==> src/rtl/load_width_mux.sv <==
// Load-result selector for the data memory read path.
// Chooses one of five already-extended read values by access type and
// registers a diagnostic flag for reserved access codes.
module load_width_mux #(
  parameter int DW = 32
) (
  input  logic          CLK,
  input  logic          RST_N,
  input  logic [2:0]    selector,
  input  logic [DW-1:0] S8,
  input  logic [DW-1:0] S16,
  input  logic [DW-1:0] W,
  input  logic [DW-1:0] U8,
  input  logic [DW-1:0] U16,
  output logic [DW-1:0] out,
  output logic          sel_err
);

  // Access-type encodings; 3, 6 and 7 are reserved.
  localparam logic [2:0] SEL_SB = 3'd0;
  localparam logic [2:0] SEL_SH = 3'd1;
  localparam logic [2:0] SEL_W  = 3'd2;
  localparam logic [2:0] SEL_UB = 3'd4;
  localparam logic [2:0] SEL_UH = 3'd5;

  logic reserved;

  // Pass the selected candidate through bit-exact; reserved codes give zero
  // so no unselected input can leak onto out.
  always_comb begin
    out      = '0;
    reserved = 1'b0;
    case (selector)
      SEL_SB:  out = S8;
      SEL_SH:  out = S16;
      SEL_W:   out = W;
      SEL_UB:  out = U8;
      SEL_UH:  out = U16;
      default: begin
        out      = '0;
        reserved = 1'b1;
      end
    endcase
  end

  // Flag reflects only the selector sampled at the last edge; cleared
  // immediately by reset. out is deliberately outside the reset domain.
  always_ff @(posedge CLK or negedge RST_N) begin
    if (!RST_N) begin
      sel_err <= 1'b0;
    end else begin
      sel_err <= reserved;
    end
  end

endmodule

==> config.mk <==
export PLATFORM = sky130hd
export DESIGN_NAME = load_width_mux
export DESIGN_NICKNAME = d
export VERILOG_FILES = /design/src/rtl/load_width_mux.sv
export SDC_FILE = /design/constraint.sdc
export NUM_CORES = 1
export LEC_CHECK = 0
export BUFFER_PORTS_ARGS = -buffer_cell sky130_fd_sc_hd__buf_2
export CELL_PAD_IN_SITES_DETAIL_PLACEMENT = 1
export CELL_PAD_IN_SITES_GLOBAL_PLACEMENT = 1
export CORE_MARGIN = 4
export CORE_UTILIZATION = 18
export CTS_CLUSTER_SIZE = 16
export DETAILED_ROUTE_END_ITERATION = 10
export PLACE_DENSITY = 0.87
export RECOVER_POWER = 100
export SYNTH_ARGS = -nofsm -noshare
export SYNTH_HDL_FRONTEND = slang
export SYNTH_SLANG_ARGS = --single-unit
==> constraint.sdc <==
create_clock -name CLK -period 1.05 [get_ports CLK]
set_input_delay 0.105 -clock CLK [delete_from_list [all_inputs] [get_ports CLK]]
set_output_delay 0.105 -clock CLK [all_outputs]
set_load 0.02 [all_outputs]
* After elaboration in Yosys (flattened, before gate mapping) *
Cells that the tools add are included.

storage, ports and cells
  output and inout port bits = 33
  input port bits = 165
  bits in registers = 1
  word-level logic and storage cells = 9

cells by class
  mux-type cells = 2
  equality and inequality tests = 4
  reduce and logical (&&, ||, !) cells = 2

operator list
  kind                count
  $pmux 32 s5         1
  $eq 3x3->1 const B  2
  $reduce_or 5->1     1
  $eq 3x1->1 const B  1
  $eq 3x2->1 const B  1
  $logic_not 3->1     1
  $mux 1              1

* Longest topological paths before layout *
Gate-level depths: netlist of run 1.

  depth after elaboration = 3
  depth in mapped cells = 4
  gate-level depth less buffers = 3

* Worst setup path after synthesis of run 1 *
No wires, ideal clock.

  path kind = input-to-output
  start point = in selector[2]
  end point = out out[0]
  stages = 4
  path buffers = 2
  required time = 945 ps
  path slack = 79 ps
  arrival = 866 ps
  path through = buf_6 buf_6 mux2i_1 o211ai_1

on the way
  cells in the longest elaborated chain, start to end = 2
  elaborated cells on any way between the ends = 6

ends and longest elaborated chain
  what                                line  RTL
  start: declaration                  9     input logic [2:0] selector,
  $eq 3x3->1 (tied with other cells)  33    case (selector)
  $pmux 32 s5 (*)                     33
  end: declaration                    15    output logic [DW-1:0] out,

Every way passes the cells marked *; elsewhere a longest branch is shown, timed or not.

* Worst setup path after layout of run 1 *
  start point = in selector[0]
  end point = out out[30]

The elaborated chain is that of the path after synthesis.

==> impl_metrics.py, run 1 <==
metrics = {
    "worst_setup_path": {
        "cp_common_cell": "buf_12",
        "startpoint_type": "primary input",
        "path_max_fanout": 8,
        "crit_slowest_cell": "buf_4",
        "path_depth": 8,
        "crit_buf_inv": 5,
        "critical_path_arrival_ns": 1.15,
        "path_cells": "buf_12 > nor3_4 > buf_6 > buf_12 > buf_16 > a32oi_2 > o211ai_1 > buf_4",
        "critPathMaxStageDelay_ns": 0.19,
        "crit_required_ns": 0.94,
        "end_kind": "primary output",
        "critPathTopFamily": "buffers and inverters",
        "critPathKind": "in -> out",
    },
    "detailed_routing": {
        "ant_nets": 0,
        "drt_iter0_drc": 61,
        "drt_pre_antenna_iters": 4,
        "vias": 2223,
        "wl_um": 8282,
        "drc": 0,
        "viasPerCell": 5.134,
        "wl_per_cell_um": 19.13,
    },
    "finish": {
        "regMostFlops": "sel_err",
        "reg_top3": "sel_err (1)",
        "antenna_cells": 0,
        "area_delta_synth_final_pct": 124.8,
        "final_nets": 523,
        "final_cells": 433,
        "largest_register_ffs": 1,
        "fin_area_sq_um": 2709,
        "drive_gt1_frac": 0.6826,
    },
    "timing": {
        "fmax_ghz": 0.7972,
        "fin_setup_tns_ns": -4.894,
        "hold_ws_ns": 0.4120,
        "layout_setup_ws_ns": -0.2043,
        "finalCriticalPeriod_ns": 1.254,
        "setup_violations": 32,
        "slew-limit-headroom": 0.8409,
        "hold_violations": 0,
        "fin_crit_sh": 1.195,
        "worst_pin_slew_ns": 0.2320,
        "rsz0062_at_grt": "true",
        "slew_violations": 0,
    },
    "run": {
        "max_cap_viol_count": 0,
    },
    "worst_hold_path": {
        "min_path_type": "in -> async",
    },
    "power_and_ir_drop": {
        "p_leak_nw": 1.359,
        "irDropWorstVdd_mv": 0.1941,
        "powerDensity_nw_per_um2": 474.8,
    },
    "logic_synthesis": {
        "synth.area.top_cells": "mux2i_1 (26%), a32oi_1 (23%), o211ai_1 (19%)",
        "synth_cell_type_count": 17,
        "synthCells": 154,
        "yosys_warnings": 0,
        "ys.flop_type": "dfrtp_1",
        "synth-seq-cells": 1,
        "synth_top_area_cell": "mux2i_1",
        "synth_nets": 319,
        "seq_area_frac_synth": 0.02077,
        "synthArstFlopShare": 1.000,
        "synth_top_area_frac": 0.2575,
        "synth.top_cells.by_count": "a32oi_1 (31), mux2i_1 (31), nand2_1 (31), o211ai_1 (31), buf_6 (10)",
        "synth_edf_count": 0,
        "avgSynthCellArea_sq_um": 7.824,
        "syn_area_sq_um": 1205,
    },
    "run_status": {
        "status": "finished with violations",
        "violations": "negative setup slack",
    },
    "floorplan": {
        "start_util": 0.1876,
        "pin_count": 198,
        "core_sq_um": 6422,
        "rows": 29,
        "die_y_um": 89.82,
        "die_w_um": 89.82,
        "dieArea_sq_um": 8067,
    },
    "global_route": {
        "gr-usage-all-layers": 0.1822,
        "overflow": 0,
        "grt_pass1_wl_um": 12240,
        "grt_pass1_vias": 2389,
        "grt_max_degree": 33,
        "antenna_found_initial": 0,
    },
    "placement": {
        "dp.cells": 419,
        "gp_congestion": 0.8416,
        "post-dp-hpwl_um": 5994,
        "dpl_cell_area_sq_um": 2261,
        "port_buffers": 197,
    },
    "clocking": {
        "clk_pin_slew_worst_paths_ns": 0,
    },
}
==> cell type report <==
class,count,area [sq um]
repair buffers,221,1463
multi-input cells,133,1121
well taps,77,96.34
fillers,811,3714
inverters,1,3.754
flip-flops and latches,1,25.02
==> stage by stage <==
stage               total power (W)  setup slack [ns]    util
CTS                        0.001242           -0.1804  0.4015
finish                     0.001286           -0.2043  0.4218
floorplan                 0.0005548           0.07913       -
detailed placement         0.001066           -0.2057  0.3520
global placement           0.001040           -0.1972  0.3520
global route               0.001377           -0.2758  0.4218
==> logic make-up after synthesis <==
kind of cell | synth area share
buf+inv | 0.1340
simple gates | 0.1433
mux | 0.2762
compound gates | 0.4258
flops | 0.02077
==> final timing paths <==
kind                              from           endpoint  slack, ns
setup / recovery           selector[0]            out[30]      -0.20
hold / removal                   RST_N  sel_err$_DFF_PN0_       0.41
max in group asynchronous        RST_N  sel_err$_DFF_PN0_       0.55
min in group CLK           selector[0]  sel_err$_DFF_PN0_       0.42
==> power breakdown <==
| part | internal [W] | switching [W] |
|---|---|---|
| clock network | 0 | 0 |
| logic | 0.000648 | 0.000596 |
| registers | 0.0000417 | 0.000000529 |
| total | 0.000689 | 0.000597 |
==> metal layers <==
metal	GRT usage	up-vias	routed length, um
li1	-	1050	-
met1	0.1954	1028	3029
met2	0.3634	135	4399
met3	0.04424	10	734
met4	0.02682	0	119
met5	0	-	0
==> timing repair <==
item	4_1_cts	5_1_grt
setup buffers	4	5
pin swaps	10	24
endpoints found under the setup margin	32	32
hold endpoints to repair	1	0
hold buffers	1	0
gates cloned	3	4
gates resized for setup	54	29
==> placed cells by master (no fill, tap or decap), drive strengths merged <==
cell	instances
buf	217
o211ai	31
mux2i	31
nand2	31
a32oi	31
clkbuf	3
nor2	2
mux4	1
inv	1
nand3	1
o21ai	1
nand2b	1
nor3b	1
nor3	1
nor2b	1
dlygate4sd3	1
dfrtp	1
Note: power is estimated with default switching activity, not from simulation.
==> run 2, diff against run 1 <==
==> config.mk (replaced) <==
export PLATFORM = sky130hd
export DESIGN_NAME = load_width_mux
export DESIGN_NICKNAME = d
export VERILOG_FILES = /design/src/rtl/load_width_mux.sv
export SDC_FILE = /design/constraint.sdc
export NUM_CORES = 1
export LEC_CHECK = 0
export CELL_PAD_IN_SITES_DETAIL_PLACEMENT = 1
export CELL_PAD_IN_SITES_GLOBAL_PLACEMENT = 1
export CORE_AREA = 4 4 75 77
export CTS_CLUSTER_DIAMETER = 50
export CTS_CLUSTER_SIZE = 16
export DETAILED_ROUTE_END_ITERATION = 10
export DIE_AREA = 0 0 79 81
export DONT_BUFFER_PORTS = 1
export PLACE_DENSITY = 0.54
export RECOVER_POWER = 100
export SYNTH_ARGS = -nofsm -noshare
export SYNTH_HDL_FRONTEND = slang
export SYNTH_SLANG_ARGS = --single-unit
==> run 2 against run 1 <==
The run still ends with negative setup slack left. Flip-flop and latch count unchanged. First-iteration DRC count down 8.2%. Total power down 48%. Wire length down 29%. Die area down 21%. Via count down 35%.
==> impl_metrics.py, run 2 (synthesis gave the netlist of run 1 again) <==
metrics = {
    "timing": {
        "slew_violations": 0,
        "finalCriticalPeriod_ns": 1.059,
        "rsz0062_at_grt": "true",
        "worst_pin_slew_ns": 0.5195,
        "fin_crit_sh": 1.008,
        "fin_setup_tns_ns": -0.01060,
        "layout_setup_ws_ns": -0.008738,
        "fmax_ghz": 0.9445,
        "setup_violations": 2,
        "slew-limit-headroom": 0.6521,
        "hold_violations": 0,
    },
    "placement": {
        "dp.cells": 223,
        "post-dp-hpwl_um": 4621,
        "post-place-ws_ns": -0.02162,
        "port_buffers": 0,
        "dpl_cell_area_sq_um": 1289,
        "gp_congestion": 0.7277,
    },
    "finish": {
        "drive_gt1_frac": 0.2327,
        "area_delta_synth_final_pct": 19.31,
        "antenna_cells": 0,
        "regMostFlops": "sel_err",
        "final_nets": 326,
        "fin_area_sq_um": 1438,
        "layout_common_cells": "mux2i_1 (31), a32oi_1 (31), o211ai_1 (31)",
        "reg_top3": "sel_err (1)",
        "final_cells": 229,
        "largest_register_ffs": 1,
    },
    "detailed_routing": {
        "wl_um": 5907,
        "viasPerCell": 6.349,
        "wl_per_cell_um": 25.79,
        "drt_iter0_drc": 56,
        "drt_pre_antenna_iters": 4,
        "ant_nets": 0,
        "drc": 0,
        "vias": 1454,
    },
    "global_route": {
        "grt_use_met3": 0.02882,
        "gr-usage-all-layers": 0.1465,
        "grt_max_degree": 67,
        "gr-max-usage-layer": "met2",
        "met1_usage": 0.1591,
        "grt_pass1_wl_um": 7831,
        "overflow": 0,
        "grt_pass1_vias": 1526,
        "grtUsageMet2": 0.2997,
        "antenna_found_initial": 0,
    },
    "worst_hold_path": {
        "min_path_type": "in -> reg",
    },
    "power_and_ir_drop": {
        "finalPower_w": 0.0006699,
        "irDropWorstVdd_mv": 0.2412,
        "powerDensity_nw_per_um2": 466.0,
        "p_leak_nw": 0.5080,
    },
    "floorplan": {
        "pin_count": 198,
        "die_y_um": 81,
        "die_w_um": 79,
        "dieArea_sq_um": 6399,
        "core_sq_um": 5010,
        "rows": 26,
        "start_util": 0.2405,
    },
    "worst_setup_path": {
        "critical_path_arrival_ns": 0.95,
        "path_max_fanout": 66,
        "critPathKind": "in -> out",
        "startpoint_type": "primary input",
        "end_kind": "primary output",
        "crit_required_ns": 0.94,
    },
    "run_status": {
        "status": "finished with violations",
        "violations": "negative setup slack",
    },
    "clocking": {
        "clk_pin_slew_worst_paths_ns": 0,
    },
    "run": {
        "max_cap_viol_count": 0,
    },
}
run 2: cell count changes in the layout (fill, tap and decap cells not counted), moves of 2 or more:
cell and change:
a32oi_1 +10, a32oi_2 -10, buf_12 -7, buf_2 -161
buf_4 -23, buf_6 -3, nand2_1 -2, nand2_2 -2
nand2_4 +4
run 2: path summary, 6_finish.rpt:
path                        startpoint           endpoint  cells past startpoint
max in group asynchronous        RST_N  sel_err$_DFF_PN0_                      1
min in group asynchronous        RST_N  sel_err$_DFF_PN0_                      1
worst min-delay path       selector[1]  sel_err$_DFF_PN0_                      1
worst max-delay path       selector[2]            out[14]                      6
run 2: stage by stage:
step / utilization / hold WS, ns
floorplan: - / -0.1906
global placement: 0.2572 / -0.1905
detailed placement: 0.2572 / -0.1905
CTS: 0.2600 / 0.2547
global route: 0.2870 / 0.2826
finish: 0.2870 / 0.2504
run 2: per-layer routing:
layer / vias up / routed length [um]
met3: 4 / 539
li1: 650 / -
met4: 0 / 38
met5: - / 0
met1: 710 / 2029
met2: 90 / 3299
run 2: critical path, stage by stage:
cell and delay (ns):
nor3b_4 0.22, buf_6 0.16, buf_8 0.12, nand2_1 0.06, o211ai_1 0.10, buf_4 0.18
run 2: area by class of cell:
cell class,instances,area (sq um)
fill,626,3572
multi-input combinational,133,1067
timing repair buffer,24,254.0
tap,70,87.58
sequential,1,25.02
inverter,1,3.754
run 2: what timing repair did:
item,in CTS,in global routing
resized for setup,1,27
endpoints found under the setup margin,3,21
setup buffers,0,2
pin swaps,0,11
hold endpoints to repair,1,0
cloned,0,3
hold buffers,1,0
run 2: power by group:
part           switching (W)  internal [W]
logic               0.000367      0.000257
registers         0.00000440     0.0000417
clock network              0             0
==> run 3, diff against run 2 <==
--- a/config.mk
+++ b/config.mk
@@ -7,13 +7,13 @@
 export LEC_CHECK = 0
 export CELL_PAD_IN_SITES_DETAIL_PLACEMENT = 1
 export CELL_PAD_IN_SITES_GLOBAL_PLACEMENT = 1
-export CORE_AREA = 4 4 75 77
+export CORE_AREA = 4 4 74 76
 export CTS_CLUSTER_DIAMETER = 50
 export CTS_CLUSTER_SIZE = 16
 export DETAILED_ROUTE_END_ITERATION = 10
-export DIE_AREA = 0 0 79 81
+export DIE_AREA = 0 0 78 80
 export DONT_BUFFER_PORTS = 1
-export PLACE_DENSITY = 0.54
+export PLACE_DENSITY = 0.56
 export RECOVER_POWER = 100
 export SYNTH_ARGS = -nofsm -noshare
 export SYNTH_HDL_FRONTEND = slang
==> constraint.sdc (replaced) <==
create_clock -name CLK -period 1 [get_ports CLK]
set_input_delay 0.1 -clock CLK [delete_from_list [all_inputs] [get_ports CLK]]
set_output_delay 0.1 -clock CLK [all_outputs]
set_load 0.02 [all_outputs]
==> run 3 against run 2 <==
The run still ends with negative setup slack left. Combinational power shrank 3.4%. Core utilization is 0.48 points lower. First-iteration DRC count is 14% lower. Wire length shrank 3.3%.
==> impl_metrics.py, run 3 (synthesis gave the netlist of run 1 again) <==
metrics = {
    "timing": {
        "finalCriticalPeriod_ns": 1.011,
        "worst_pin_slew_ns": 0.5368,
        "fin_crit_sh": 1.011,
        "hold_ws_ns": 0.2458,
        "slew-limit-headroom": 0.6406,
        "rsz0062_at_grt": "true",
        "hold_violations": 0,
        "setup_violations": 3,
        "fmax_ghz": 0.9887,
        "slew_violations": 0,
        "layout_setup_ws_ns": -0.01138,
    },
    "worst_hold_path": {
        "min_path_cells": 1,
        "worstHoldStart": "selector[1]",
        "min_path_type": "in -> reg",
        "whs_endpoint": "sel_err$_DFF_PN0_",
    },
    "finish": {
        "regMostFlops": "sel_err",
        "antenna_cells": 0,
        "layout_common_cells": "mux2i_1 (31), a32oi_1 (31), o211ai_1 (31)",
        "fin_area_sq_um": 1333,
        "reg_top3": "sel_err (1)",
        "drive_gt1_frac": 0.1589,
        "final_nets": 318,
        "area_delta_synth_final_pct": 10.59,
        "largest_register_ffs": 1,
    },
    "power_and_ir_drop": {
        "powerDensity_nw_per_um2": 489.7,
        "p_leak_nw": 0.4338,
        "irDropWorstVdd_mv": 0.2838,
        "finalPower_w": 0.0006526,
    },
    "detailed_routing": {
        "ant_nets": 0,
        "drc": 0,
        "vias": 1437,
        "drt_iter0_drc": 48,
        "drt_pre_antenna_iters": 4,
        "viasPerCell": 6.592,
        "wl_per_cell_um": 26.21,
        "wl_um": 5714,
    },
    "global_route": {
        "overflow": 0,
        "grt_max_degree": 67,
        "antenna_found_initial": 0,
        "grt_pass1_wl_um": 8190,
        "grt_pass1_vias": 1533,
        "gr-usage-all-layers": 0.1558,
    },
    "worst_setup_path": {
        "critical_path_arrival_ns": 0.91,
        "critPathTopFamily": "buffers and inverters",
        "path_cells": "nor3_4 > buf_4 > buf_12 > a32oi_1 > o211ai_1 > buf_4",
        "startpoint_type": "primary input",
        "end_kind": "primary output",
        "crit_required_ns": 0.90,
        "critPathMaxStageDelay_ns": 0.19,
        "path_max_fanout": 10,
        "critical_path.startpoint": "selector[1]",
        "path_depth": 6,
        "crit_slowest_cell": "nor3_4",
        "critPathKind": "in -> out",
        "crit_buf_inv": 3,
        "cp_common_cell": "buf_4",
    },
    "run_status": {
        "status": "finished with violations",
        "violations": "negative setup slack",
    },
    "placement": {
        "dpl_cell_area_sq_um": 1232,
        "post-dp-hpwl_um": 4556,
        "port_buffers": 0,
        "gp_congestion": 0.7381,
    },
    "floorplan": {
        "start_util": 0.2551,
        "pin_count": 198,
        "core_sq_um": 4723,
        "die_y_um": 80,
        "die_w_um": 78,
        "rows": 25,
        "dieArea_sq_um": 6240,
    },
    "clocking": {
        "clk_pin_slew_worst_paths_ns": 0,
    },
    "run": {
        "max_cap_viol_count": 0,
    },
}
==> run 3: layout make-up <==
| cell class | instances | area (sq um) |
|---|---|---|
| inverter | 1 | 3.754 |
| multi-input combinational | 133 | 1040 |
| fill | 573 | 3391 |
| timing repair buffer | 16 | 180.2 |
| tap | 67 | 83.83 |
| sequential | 1 | 25.02 |
==> run 3: worst max path at each step <==
stage / endpoint / slack, ns
after global placement: out[24] / 0.02
after CTS: out[31] / -0.02
after detailed placement: out[29] / -0.03
after floorplan: out[0] / 0.04
final: out[29] / -0.01
after global routing: out[29] / -0.06
==> run 3: timing repair <==
| item | 4_1_cts | 5_1_grt |
|---|---|---|
| gates cloned | 0 | 2 |
| hold endpoints to repair | 1 | 0 |
| setup endpoints to repair | 24 | 31 |
| resized for setup | 2 | 12 |
| hold buffers | 1 | 0 |
| setup buffers | 0 | 2 |
| pin swaps | 21 | 4 |
==> run 3: power by group <==
group / internal [W] / total, W / switching (W)
sequential: 0.0000438 / 0.0000491 / 0.00000531
combinational: 0.000233 / 0.000603 / 0.000370
clock: 0 / 0 / 0
==> run 3: stage by stage <==
stage	utilization	setup WS, ns	setup TNS (ns)	instances
after floorplan	-	0.03913	0	154
after global placement	0.2609	0.01633	0	213
after detailed placement	0.2609	-0.03324	-0.3848	213
after CTS	0.2646	-0.01814	-0.1038	214
after global routing	0.2821	-0.06331	-0.6519	218
final	0.2821	-0.01138	-0.01956	218
==> run 3: per-layer routing <==
metal  part of all wire  GRT usage
met5                  0          0
met4             0.0033   0.005245
met3              0.097    0.03273
met2               0.55     0.3159
met1               0.35     0.1726
